**src/rtl/shift_seq_ctrl_pkg.sv**
```systemverilog
// Shared types and sizing helpers for the shift-register sequencing controller.
// No logic; latency and backpressure are defined by the modules that import it.
package shift_seq_ctrl_pkg;

    typedef enum logic [1:0] {
        IDLE = 2'd0,
        RUN  = 2'd1,
        DONE = 2'd2
    } state_t;

    localparam int DEF_LENGTH     = 8;
    localparam int DEF_SR_LATENCY = 8;

    function automatic int cnt_width(input int length, input int latency);
        return ((length + latency) > 1) ? $clog2(length + latency) : 1;
    endfunction

endpackage

```
**src/rtl/sat_counter.sv**
```systemverilog
// Saturating up-counter with synchronous clear; value updates one cycle after inc.
// No backpressure: increments past all-ones are dropped.
module sat_counter #(
    parameter int W = 16
) (
    input  logic         i_clk,
    input  logic         i_rst_n,
    input  logic         i_inc,
    input  logic         i_clear,
    output logic [W-1:0] o_value
);

    always_ff @(posedge i_clk) begin
        if (!i_rst_n || i_clear) begin
            o_value <= '0;
        end else if (i_inc && (o_value != '1)) begin
            o_value <= o_value + W'(1);
        end
    end

endmodule

```
**src/rtl/shift_seq_ctrl.sv**
```systemverilog
// Serialises a word LSB-first into an external shift register and recovers it; result after LENGTH+SR_LATENCY cycles.
// Accepts only in IDLE; the recovered word is held in DONE until the consumer takes it.
module shift_seq_ctrl
    import shift_seq_ctrl_pkg::*;
#(
    parameter int LENGTH     = DEF_LENGTH,
    parameter int SR_LATENCY = DEF_SR_LATENCY,
    parameter int ERR_W      = 16
) (
    input  logic              i_clk,
    input  logic              i_rst_n,
    input  logic [LENGTH-1:0] i_in_word,
    input  logic              i_in_valid,
    output logic              o_in_ready,
    output logic              o_sr_din,
    input  logic              i_sr_dout,
    output logic [LENGTH-1:0] o_out_word,
    output logic              o_out_valid,
    input  logic              i_out_ready,
    output logic              o_match,
    output logic              o_busy,
    output logic [ERR_W-1:0]  o_err_cnt
);

    localparam int            CW     = cnt_width(LENGTH, SR_LATENCY);
    localparam logic [CW-1:0] LEN_C  = CW'(LENGTH);
    localparam logic [CW-1:0] LAT_C  = CW'(SR_LATENCY);
    localparam logic [CW-1:0] LAST_C = CW'(LENGTH + SR_LATENCY - 1);

    state_t            r_state;
    state_t            w_state_nxt;
    logic [CW-1:0]     r_cnt;
    logic [LENGTH-1:0] r_tx_word;
    logic [LENGTH-1:0] r_cap_word;
    logic              w_match;
    logic              w_err_inc;

    always_ff @(posedge i_clk) begin
        if (!i_rst_n) begin
            r_state    <= IDLE;
            r_cnt      <= '0;
            r_tx_word  <= '0;
            r_cap_word <= '0;
        end else begin
            r_state <= w_state_nxt;
            case (r_state)
                IDLE: begin
                    if (i_in_valid) begin
                        r_tx_word  <= i_in_word;
                        r_cnt      <= '0;
                        r_cap_word <= '0;
                    end
                end
                RUN: begin
                    // Shifting in from the MSB leaves the first returned bit at bit 0.
                    if (r_cnt >= LAT_C) begin
                        r_cap_word <= (r_cap_word >> 1) | (LENGTH'(i_sr_dout) << (LENGTH - 1));
                    end
                    if (r_cnt != LAST_C) begin
                        r_cnt <= r_cnt + CW'(1);
                    end
                end
                default: ;
            endcase
        end
    end

    assign w_match = (r_cap_word == r_tx_word);

    always_comb begin
        w_state_nxt = r_state;
        o_in_ready  = 1'b0;
        o_sr_din    = 1'b0;
        o_out_valid = 1'b0;
        o_out_word  = '0;
        o_match     = 1'b0;
        o_busy      = 1'b1;
        w_err_inc   = 1'b0;
        case (r_state)
            IDLE: begin
                o_in_ready = 1'b1;
                o_busy     = 1'b0;
                if (i_in_valid) w_state_nxt = RUN;
            end
            RUN: begin
                // Selected bit is zero once cnt passes the word, giving the zero fill.
                o_sr_din = (r_cnt < LEN_C) && |(r_tx_word & (LENGTH'(1) << r_cnt));
                if (r_cnt == LAST_C) w_state_nxt = DONE;
            end
            DONE: begin
                o_out_valid = 1'b1;
                o_out_word  = r_cap_word;
                o_match     = w_match;
                if (i_out_ready) begin
                    w_err_inc   = !w_match;
                    w_state_nxt = IDLE;
                end
            end
            default: w_state_nxt = IDLE;
        endcase
    end

    sat_counter #(
        .W(ERR_W)
    ) u_err_cnt (
        .i_clk  (i_clk),
        .i_rst_n(i_rst_n),
        .i_inc  (w_err_inc),
        .i_clear(1'b0),
        .o_value(o_err_cnt)
    );

endmodule

```
**config.mk**
```make
export PLATFORM = sky130hd
export DESIGN_NAME = shift_seq_ctrl
export DESIGN_NICKNAME = d
export VERILOG_FILES = /design/src/rtl/shift_seq_ctrl_pkg.sv /design/src/rtl/sat_counter.sv /design/src/rtl/shift_seq_ctrl.sv
export SDC_FILE = /design/constraint.sdc
export NUM_CORES = 1
export LEC_CHECK = 0
export ABC_CLOCK_PERIOD_IN_PS = 4140
export CAP_MARGIN = 20
export CORE_ASPECT_RATIO = 1.75
export CORE_MARGIN = 5
export CORE_UTILIZATION = 40
export CTS_BUF_LIST = sky130_fd_sc_hd__clkbuf_16
export DETAILED_ROUTE_END_ITERATION = 6
export GPL_ROUTABILITY_DRIVEN = 0
export PLACE_DENSITY_LB_ADDON = 0.25
export SYNTH_ARGS = -nofsm -noshare
export SYNTH_HDL_FRONTEND = slang
export SYNTH_HIERARCHICAL = 1
export SYNTH_SLANG_ARGS = --single-unit
```
**constraint.sdc**
```tcl
create_clock -name i_clk -period 4.14 [get_ports i_clk]
set_input_delay 1.035 -clock i_clk [delete_from_list [all_inputs] [get_ports i_clk]]
set_output_delay 1.035 -clock i_clk [all_outputs]
set_load 0.03 [all_outputs]
```
==> metrics <==
run status=finished clean; fin area=2700 sq um; Buffers on Ports=41; GRT Residual Overflow=0; core area=5210 sq um; pwr/cell area=294 nW/um^2; drt initial violations=98; Fin Hold WS=514 ps; htree depth=2; I/O Pins=42; Placement Cell Area=2570 sq um; Tmin final=3270 ps; worst path required time=3110 ps; TritonCTS Sinks=38; Tot GR Track Use=15.9%; CTS tree=yes; Fmax=0.305 GHz; post-DR wirelength/cell=16.0 um; Avg Inst Size Synth=9.21 sq um; TNS Setup=0 ps; Post-synth EDFFs=0; share of layout cells above drive strength 1=7.06%; Layout area overhead=26.8%; final setup fails=0; CTS Buffer Depth=2; global route hottest layer=met2; die width=65.1 um; max_slew headroom=37.9%; clock skew=5.22 ps; Synth cell types=50; Yosys warning count=6; # diodes=0; routing usage on met2=28.4%; crit end category=output pin; max cap viols=0; Static Leak=0.974 nW; die area=6930 sq um; Worst Hold Class=reg -> reg; initial antenna violation count=0; largest net degree at the start of global routing=24; Clock Pin Slew Worst Setup and Hold Paths=50 ps; PostCTS Resize Cnt=0; Root Driver=clkbuf_16; Starting Density=40.8%; via count=1886; met3 Track Usage GR=3.91%; DR vias/cell=5.82; Pre-antenna DRT Iters=4; Die Ht=106 um; vias in the first global route=1867; WL final=5180 um; ys flop type=dfxtp_1; first-pass GRT wire length=8560 um; hold_buf cts=0; R2R Setup Slk=1590 ps; critical path class=reg -> out; # fillers=506; #FFs+latches synth=38; NumNets Final=290; antenna viol nets, final=0; peak supply drop=0.000174 V; detailed placement HPWL=3810 um; post-CTS setup buffer count=0; Startpoint Class=flip-flop; RSZ-0062 raised after global routing=no; Least-Margin Pin Slew=927 ps; Slew Limit Fails=0; Final Hold Viols=0; Clock Latency Late Sink=280 ps; fraction of registers with async set/reset=0%; Synth Cell Area=2130 sq um; M1 GR Usage=16.7%; Mapped Cells=231; Worst Path Arrival=2240 ps; sequential cell area fraction in the yosys report=35.8%; Cell Rows=35; worst-path fanout max=6; drt drc=0; cts bufs inserted=5; period utilisation layout=79.1%
Yosys cell counts (6+ instances only):
cell type	count	area [sq um]
a21oi_1	10	50.1
nand4b_1	8	70.1
clkbuf_1	9	33.8
and2_1	11	68.8
ha_1	7	87.6
dfxtp_1	38	761
or4_1	6	45.0
nand3_1	6	30.0
nor2b_1	11	68.8
nand2_1	10	37.5
mux2i_1	10	100
a21boi_0	9	67.6
xor2_1	9	78.8
o21ai_0	14	70.1
worst max-delay path: stages, from the launching register on:
cell and delay [ps]:
dfxtp_1 360, inv_1 100, ha_1 190, a22oi_1 110, a32o_1 260, a211oi_1 230
clkdlybuf4s50_1 720
per-stage QoR:
step / setup slack [ps] / util (%) / total power [mW] / cells
2_1_floorplan: 1480 / - / 0.424 / 232
3_3_place_gp: 1090 / 49.3 / 0.449 / 318
3_5_place_dp: 1070 / 49.3 / 0.450 / 318
4_1_cts: 826 / 51.8 / 0.803 / 324
5_1_grt: 751 / 51.8 / 0.825 / 324
6_report: 865 / 51.8 / 0.794 / 324
routing by layer:
| layer | vias up | share of wire [%] |
|---|---|---|
| li1 | 940 | - |
| met5 | - | 0 |
| met2 | 43 | 54 |
| met1 | 892 | 39 |
| met3 | 11 | 4.3 |
| met4 | 0 | 2.9 |
state kept, by name (all words and copies together) (netlist names):
register,cells
r_cnt,4
r_cap_word,8
u_err_cnt/o_value,16
r_state,2
r_tx_word,8
placed cells by master, fill, tap and decap left out, types with 5 or more instances in the layout:
| cell | count |
|---|---|
| a21oi_1 | 10 |
| nand2_1 | 10 |
| xor2_1 | 9 |
| inv_1 | 5 |
| nor2b_1 | 11 |
| o31ai_1 | 5 |
| o21ai_0 | 14 |
| mux2i_1 | 10 |
| ha_1 | 7 |
| clkbuf_16 | 5 |
| clkdlybuf4s50_1 | 41 |
| and2_1 | 11 |
| a21boi_0 | 9 |
| dfxtp_1 | 38 |
| nand4b_1 | 8 |
| nand3_1 | 6 |
| or4_1 | 6 |
final cells by class:
| cell class | instances | area (sq um) | share of cell area [%] |
|---|---|---|---|
| multi-input combinational | 177 | 1290 | 48.0 |
| sequential | 38 | 761 | 28.2 |
| timing repair buffer | 43 | 425 | 15.8 |
| clock buffer | 5 | 125 | 4.64 |
| tap | 55 | 68.8 | 2.55 |
| inverter | 5 | 18.8 | 0.696 |
| clock inverter | 1 | 3.75 | 0.139 |
kinds of logic after synthesis:
logic type / Yosys count / synth area share, %
multiplexers: 10 / 4.71
AO/OA/AOI/OAI: 62 / 19.5
other: 1 / 0.176
XOR/XNOR: 9 / 3.71
flip-flops: 38 / 35.8
AND/OR/NAND/NOR: 87 / 28.2
adder cells (fa/ha/maj): 7 / 4.12
buffers and inverters: 17 / 3.76
final timing paths:
path | start | endpoint | depth (start not counted)
hold reg to reg | u_err_cnt/o_value[1] | u_err_cnt/o_value[1] | 2
setup / recovery | r_cnt[0] | o_sr_din | 6
hold / removal | u_err_cnt/o_value[1] | u_err_cnt/o_value[1] | 2
setup reg to reg | r_state[0] | u_err_cnt/o_value[7] | 8
where the power goes:
part | switching, mW | internal [mW]
clock | 0.138 | 0.214
sequential | 0.00646 | 0.372
combinational | 0.0317 | 0.0311
total | 0.176 | 0.617
Power figures use the tool's default switching activity.
